===== src/rtl/uart_recv.sv =====
// ============================================================================
// Module   : uart_recv
// Purpose  : 8N1 UART receiver with start-glitch rejection and framing-error flag.
// Revision : 1.0
// ============================================================================
`default_nettype none

module uart_recv #(
  parameter int CLK_FREQ = 50000000,
  parameter int UART_BPS = 9600
) (
  input  logic       clk,
  input  logic       rst,
  input  logic       uart_rxd,
  output logic [7:0] data,
  output logic       uart_done,
  output logic       frame_err,
  output logic       busy
);

  localparam int BPS_CNT  = CLK_FREQ / UART_BPS;
  localparam int HALF_CNT = BPS_CNT / 2;

  localparam logic [15:0] C_BIT_LAST  = 16'(BPS_CNT - 1);
  localparam logic [15:0] C_HALF_LAST = 16'(HALF_CNT - 1);

  typedef enum logic [2:0] {
    S_IDLE  = 3'd0,
    S_START = 3'd1,
    S_DATA  = 3'd2,
    S_STOP  = 3'd3,
    S_BREAK = 3'd4
  } state_t;

  state_t      state_q, state_d;
  logic        rx1_q, rx2_q, rx3_q;
  logic [15:0] clk_cnt_q, clk_cnt_d;
  logic [2:0]  bit_cnt_q, bit_cnt_d;
  logic [7:0]  shift_q, shift_d;
  logic [7:0]  data_q, data_d;
  logic        done_q, done_d;
  logic        err_q, err_d;
  logic        busy_q, busy_d;
  logic        w_fall;

  assign w_fall = rx3_q & ~rx2_q;

  always_ff @(posedge clk or posedge rst) begin
    if (rst) begin
      rx1_q     <= 1'b1;
      rx2_q     <= 1'b1;
      rx3_q     <= 1'b1;
      state_q   <= S_IDLE;
      clk_cnt_q <= '0;
      bit_cnt_q <= '0;
      shift_q   <= '0;
      data_q    <= '0;
      done_q    <= 1'b0;
      err_q     <= 1'b0;
      busy_q    <= 1'b0;
    end else begin
      rx1_q     <= uart_rxd;
      rx2_q     <= rx1_q;
      rx3_q     <= rx2_q;
      state_q   <= state_d;
      clk_cnt_q <= clk_cnt_d;
      bit_cnt_q <= bit_cnt_d;
      shift_q   <= shift_d;
      data_q    <= data_d;
      done_q    <= done_d;
      err_q     <= err_d;
      busy_q    <= busy_d;
    end
  end

  always_comb begin
    state_d   = state_q;
    clk_cnt_d = clk_cnt_q + 16'd1;
    bit_cnt_d = bit_cnt_q;
    shift_d   = shift_q;
    data_d    = data_q;
    done_d    = 1'b0;
    err_d     = 1'b0;

    case (state_q)
      S_IDLE: begin
        if (w_fall) state_d = S_START;
      end
      S_START: begin
        // Line must still be low at mid-start-bit, otherwise it was a glitch.
        if (clk_cnt_q == C_HALF_LAST) begin
          if (rx2_q) begin
            state_d = S_IDLE;
          end else begin
            state_d   = S_DATA;
            bit_cnt_d = 3'd0;
          end
        end
      end
      S_DATA: begin
        if (clk_cnt_q == C_BIT_LAST) begin
          clk_cnt_d = '0;
          shift_d   = {rx2_q, shift_q[7:1]};
          bit_cnt_d = bit_cnt_q + 3'd1;
          if (bit_cnt_q == 3'd7) state_d = S_STOP;
        end
      end
      S_STOP: begin
        if (clk_cnt_q == C_BIT_LAST) begin
          if (rx2_q) begin
            data_d  = shift_q;
            done_d  = 1'b1;
            state_d = S_IDLE;
          end else begin
            err_d   = 1'b1;
            state_d = S_BREAK;
          end
        end
      end
      S_BREAK: begin
        if (rx2_q) state_d = S_IDLE;
      end
      default: state_d = S_IDLE;
    endcase

    if (state_d != state_q) clk_cnt_d = '0;
    busy_d = (state_d != S_IDLE);
  end

  assign data      = data_q;
  assign uart_done = done_q;
  assign frame_err = err_q;
  assign busy      = busy_q;

endmodule

`default_nettype wire


===== config.mk =====
export PLATFORM = sky130hd
export DESIGN_NAME = uart_recv
export DESIGN_NICKNAME = d
export VERILOG_FILES = /design/src/rtl/uart_recv.sv
export SDC_FILE = /design/constraint.sdc
export NUM_CORES = 1
export LEC_CHECK = 0
export ABC_CLOCK_PERIOD_IN_PS = 4130
export BUFFER_PORTS_ARGS = -buffer_cell sky130_fd_sc_hd__buf_2
export CAP_MARGIN = 10
export CORE_UTILIZATION = 38
export DETAILED_ROUTE_END_ITERATION = 8
export GPL_TIMING_DRIVEN = 0
export SLEW_MARGIN = 5
export SYNTH_ARGS = -nofsm -noshare
export SYNTH_HDL_FRONTEND = slang
export SYNTH_SLANG_ARGS = --single-unit

===== constraint.sdc =====
create_clock -name clk -period 4.13 [get_ports clk]
set_input_delay 0.826 -clock clk [delete_from_list [all_inputs] [get_ports clk]]
set_output_delay 0.826 -clock clk [all_outputs]
set_load 0.05 [all_outputs]

==> flow_summary.toml <==
[status]
status = "completed"

[route]
first_pass_iters = 5
drt-vias-per-instance = 5.04
routed_wl_um = 3540
via_count = 1357
drt_iter0_drc = 75
avgRoutedWirePerCell_um = 13.2
drc = 0
ant_nets = 0

[critical_path]
worstSetupPathType = "reg2reg"
start_kind = "register"
end_kind = "register"
cp_data_required_time_ns = 4.28
cpPeakStageDelay_ns = 0.71
crit_chain = "ha_1, and4b_1, and4_1, buf_6, a31oi_1, o311ai_2, nor2_1"
cp_slowest_cell = "o311ai_2"
arrival_ns = 2.54
critPathBufInv = 1
cp_max_fo = 10
crit_family = "compound AO/OA/AOI/OAI gates"

[floorplanning]
die_w_um = 75.2
die_y_um = 75.2
num_rows = 26
die_area_um2 = 5650
start_util = 0.396
ios = 14
core_area_um2 = 5140

[yosys]
synth-compound-area-share = 0.0400
synthXorXnorAreaFrac = 0.0602
yosys.area_share.simple = 0.233
synthCells = 177
yosysWarningCount = 0
synthArstFlopShare = 1.00
muxShareOfSynthArea = 0.0885
synth_cell_types = 40
ys_seq_elements = 44
synth.avg_cell_area_um2 = 11.5
synth_fa_ha_area_frac = 0.0184
synth_top_family_by_area = "simple AND/OR/NAND/NOR gates"
synth_flop_cell = "dfrtp_1"
syn-num-nets = 183
yosysSeqAreaShare = 0.543
synth_edf_count = 0
syn-cell-area_um2 = 2040

[finish]
fillerInstances = 522
syn_to_final_growth_pct = 14.4
final_area_um2 = 2330
final_nets = 204
n_antenna_cell = 0
final_cell_mix = "dfrtp_1 (41), nor2_1 (17), mux2_2 (16)"
layout_commonest_cell = "dfrtp_1"
drive_above_1_share = 0.276

[placed_design]
placed_area_um2 = 2210
place_congestion = 0.775
post-dp-hpwl_um = 2460
place_ws_ns = 1.71
port_buffers = 13

[power_and_ir_drop]
power_mw = 0.960
leakagePower_nw = 1.13
peakVddDrop_mv = 0.214
p_per_area_nw_per_um2 = 412

[clock_tree]
cts_root_buffer = "clkbuf_8"
ctsResizeCount = 0
cts.clk_slew.worst_paths_ns = 0.09
clk_latency_ns = 0.30
cts.path.max_buffers = 2
h-tree-depth = 2
cts_setup_buffers = 0
clock_sinks = 44
hold_buffers = 0
cts_buffers = 5
cts_tree = "done"

[global_routing]
grt_pass1_vias = 1256
antenna_found_initial = 0
overflow = 0
globalRouteTotalUtil = 0.145
grt_pass1_wl_um = 6070
grt_max_degree = 31

[run]
drv_cap = 0

[timing]
rsz0062_at_grt = "no"
report.final.setup_viol = 0
max_clock_freq_mhz = 420
final.min_clock_period_ns = 2.38
hold_viol = 0
finalCritPeriodShare = 0.576
whs_ns = 0.361
setup_ws_ns = 1.75
worst_pin_slew_ns = 0.801
slew_headroom = 0.465
fin_worst_skew_ns = 0.00933
tns_ns = 0
slew_violations = 0

[min_path]
min_path_type = "reg2reg"
-- metal layers --
| metal | up-vias | share of wire | GRT usage |
|---|---|---|---|
| met2 | 24 | 0.43 | 0.201 |
| li1 | 668 | - | - |
| met4 | 0 | 0.019 | 0.0617 |
| met1 | 660 | 0.52 | 0.213 |
| met5 | - | 0 | 0 |
| met3 | 5 | 0.031 | 0.0402 |
-- cells by family (layout without fill, tap and decap cells) --
logic type               count (synthesis)  after routing
AO/OA/AOI/OAI                           12             12
XOR/XNOR                                14             14
adder cells (fa/ha/maj)                  3              3
buffers and inverters                    6             28
flip-flops                              44             44
multiplexers                            16             16
AND/OR/NAND/NOR                         82             82
-- flip-flops by register name (all words and copies together) (netlist names) --
name and cells:
bit_cnt_q 3, busy 1, clk_cnt_q 16, data 8, frame_err 1, rx1_q 1, rx2_q 1, rx3_q 1
shift_q 8, state_q 3, uart_done 1
-- worst reg2reg max path, cell delays in order (launching register included) --
cell,delay (ns)
dfrtp_1,0.43
ha_1,0.29
and4b_1,0.21
and4_1,0.22
buf_6,0.14
a31oi_1,0.12
o311ai_2,0.71
nor2_1,0.12
-- per-stage QoR --
step | util | cells
final | 0.453 | 269
after CTS | 0.453 | 269
after global routing | 0.453 | 269
after floorplan | - | 177
after detailed placement | 0.430 | 261
after global placement | 0.426 | 260
-- final timing paths --
check / startpoint / end / slack [ns] / cells after the start
max: clk_cnt_q[0] / clk_cnt_q[13] / 1.75 / 7
max in group asynchronous: rst / rx3_q / 3.12 / 3
min reg2reg: rx1_q / rx2_q / 0.36 / 0
min: rx1_q / rx2_q / 0.36 / 0
min in group asynchronous: rst / clk_cnt_q[10] / 0.48 / 2
max reg2reg: clk_cnt_q[0] / clk_cnt_q[13] / 1.75 / 7
-- layout make-up --
| cell class | count | area, um^2 | share of cell area |
|---|---|---|---|
| sequential | 44 | 1100 | 0.474 |
| timing repair buffer | 14 | 85.1 | 0.0365 |
| tap | 70 | 87.6 | 0.0376 |
| multi-input combinational | 127 | 896 | 0.385 |
| clock inverter | 2 | 38.8 | 0.0166 |
| clock buffer | 6 | 82.6 | 0.0354 |
| buffer | 4 | 27.5 | 0.0118 |
| inverter | 2 | 7.51 | 0.00322 |
-- where the power goes --
group / switching (mW) / internal [mW] / total (mW)
clock: 0.152 / 0.198 / 0.350
sequential: 0.0401 / 0.461 / 0.501
combinational: 0.0606 / 0.0475 / 0.108
total: 0.253 / 0.707 / 0.960
-- cells in the mapped netlist (2+ instances only) --
master,count,area [um^2]
inv_1,2,7.51
a21oi_1,3,15.0
dfstp_2,3,78.8
nand2_1,15,56.3
nand3_1,14,70.1
a31oi_1,2,12.5
ha_1,3,37.5
o21ai_0,4,20.0
nor3b_1,2,15.0
xor2_1,10,87.6
and4_1,4,35.0
mux2_2,16,180
nand4_1,3,18.8
nor2_1,17,63.8
nor3_1,10,50.1
xnor2_1,4,35.0
dfrtp_1,41,1030
and3_2,2,15.0
Power figures use the tool's default switching activity.
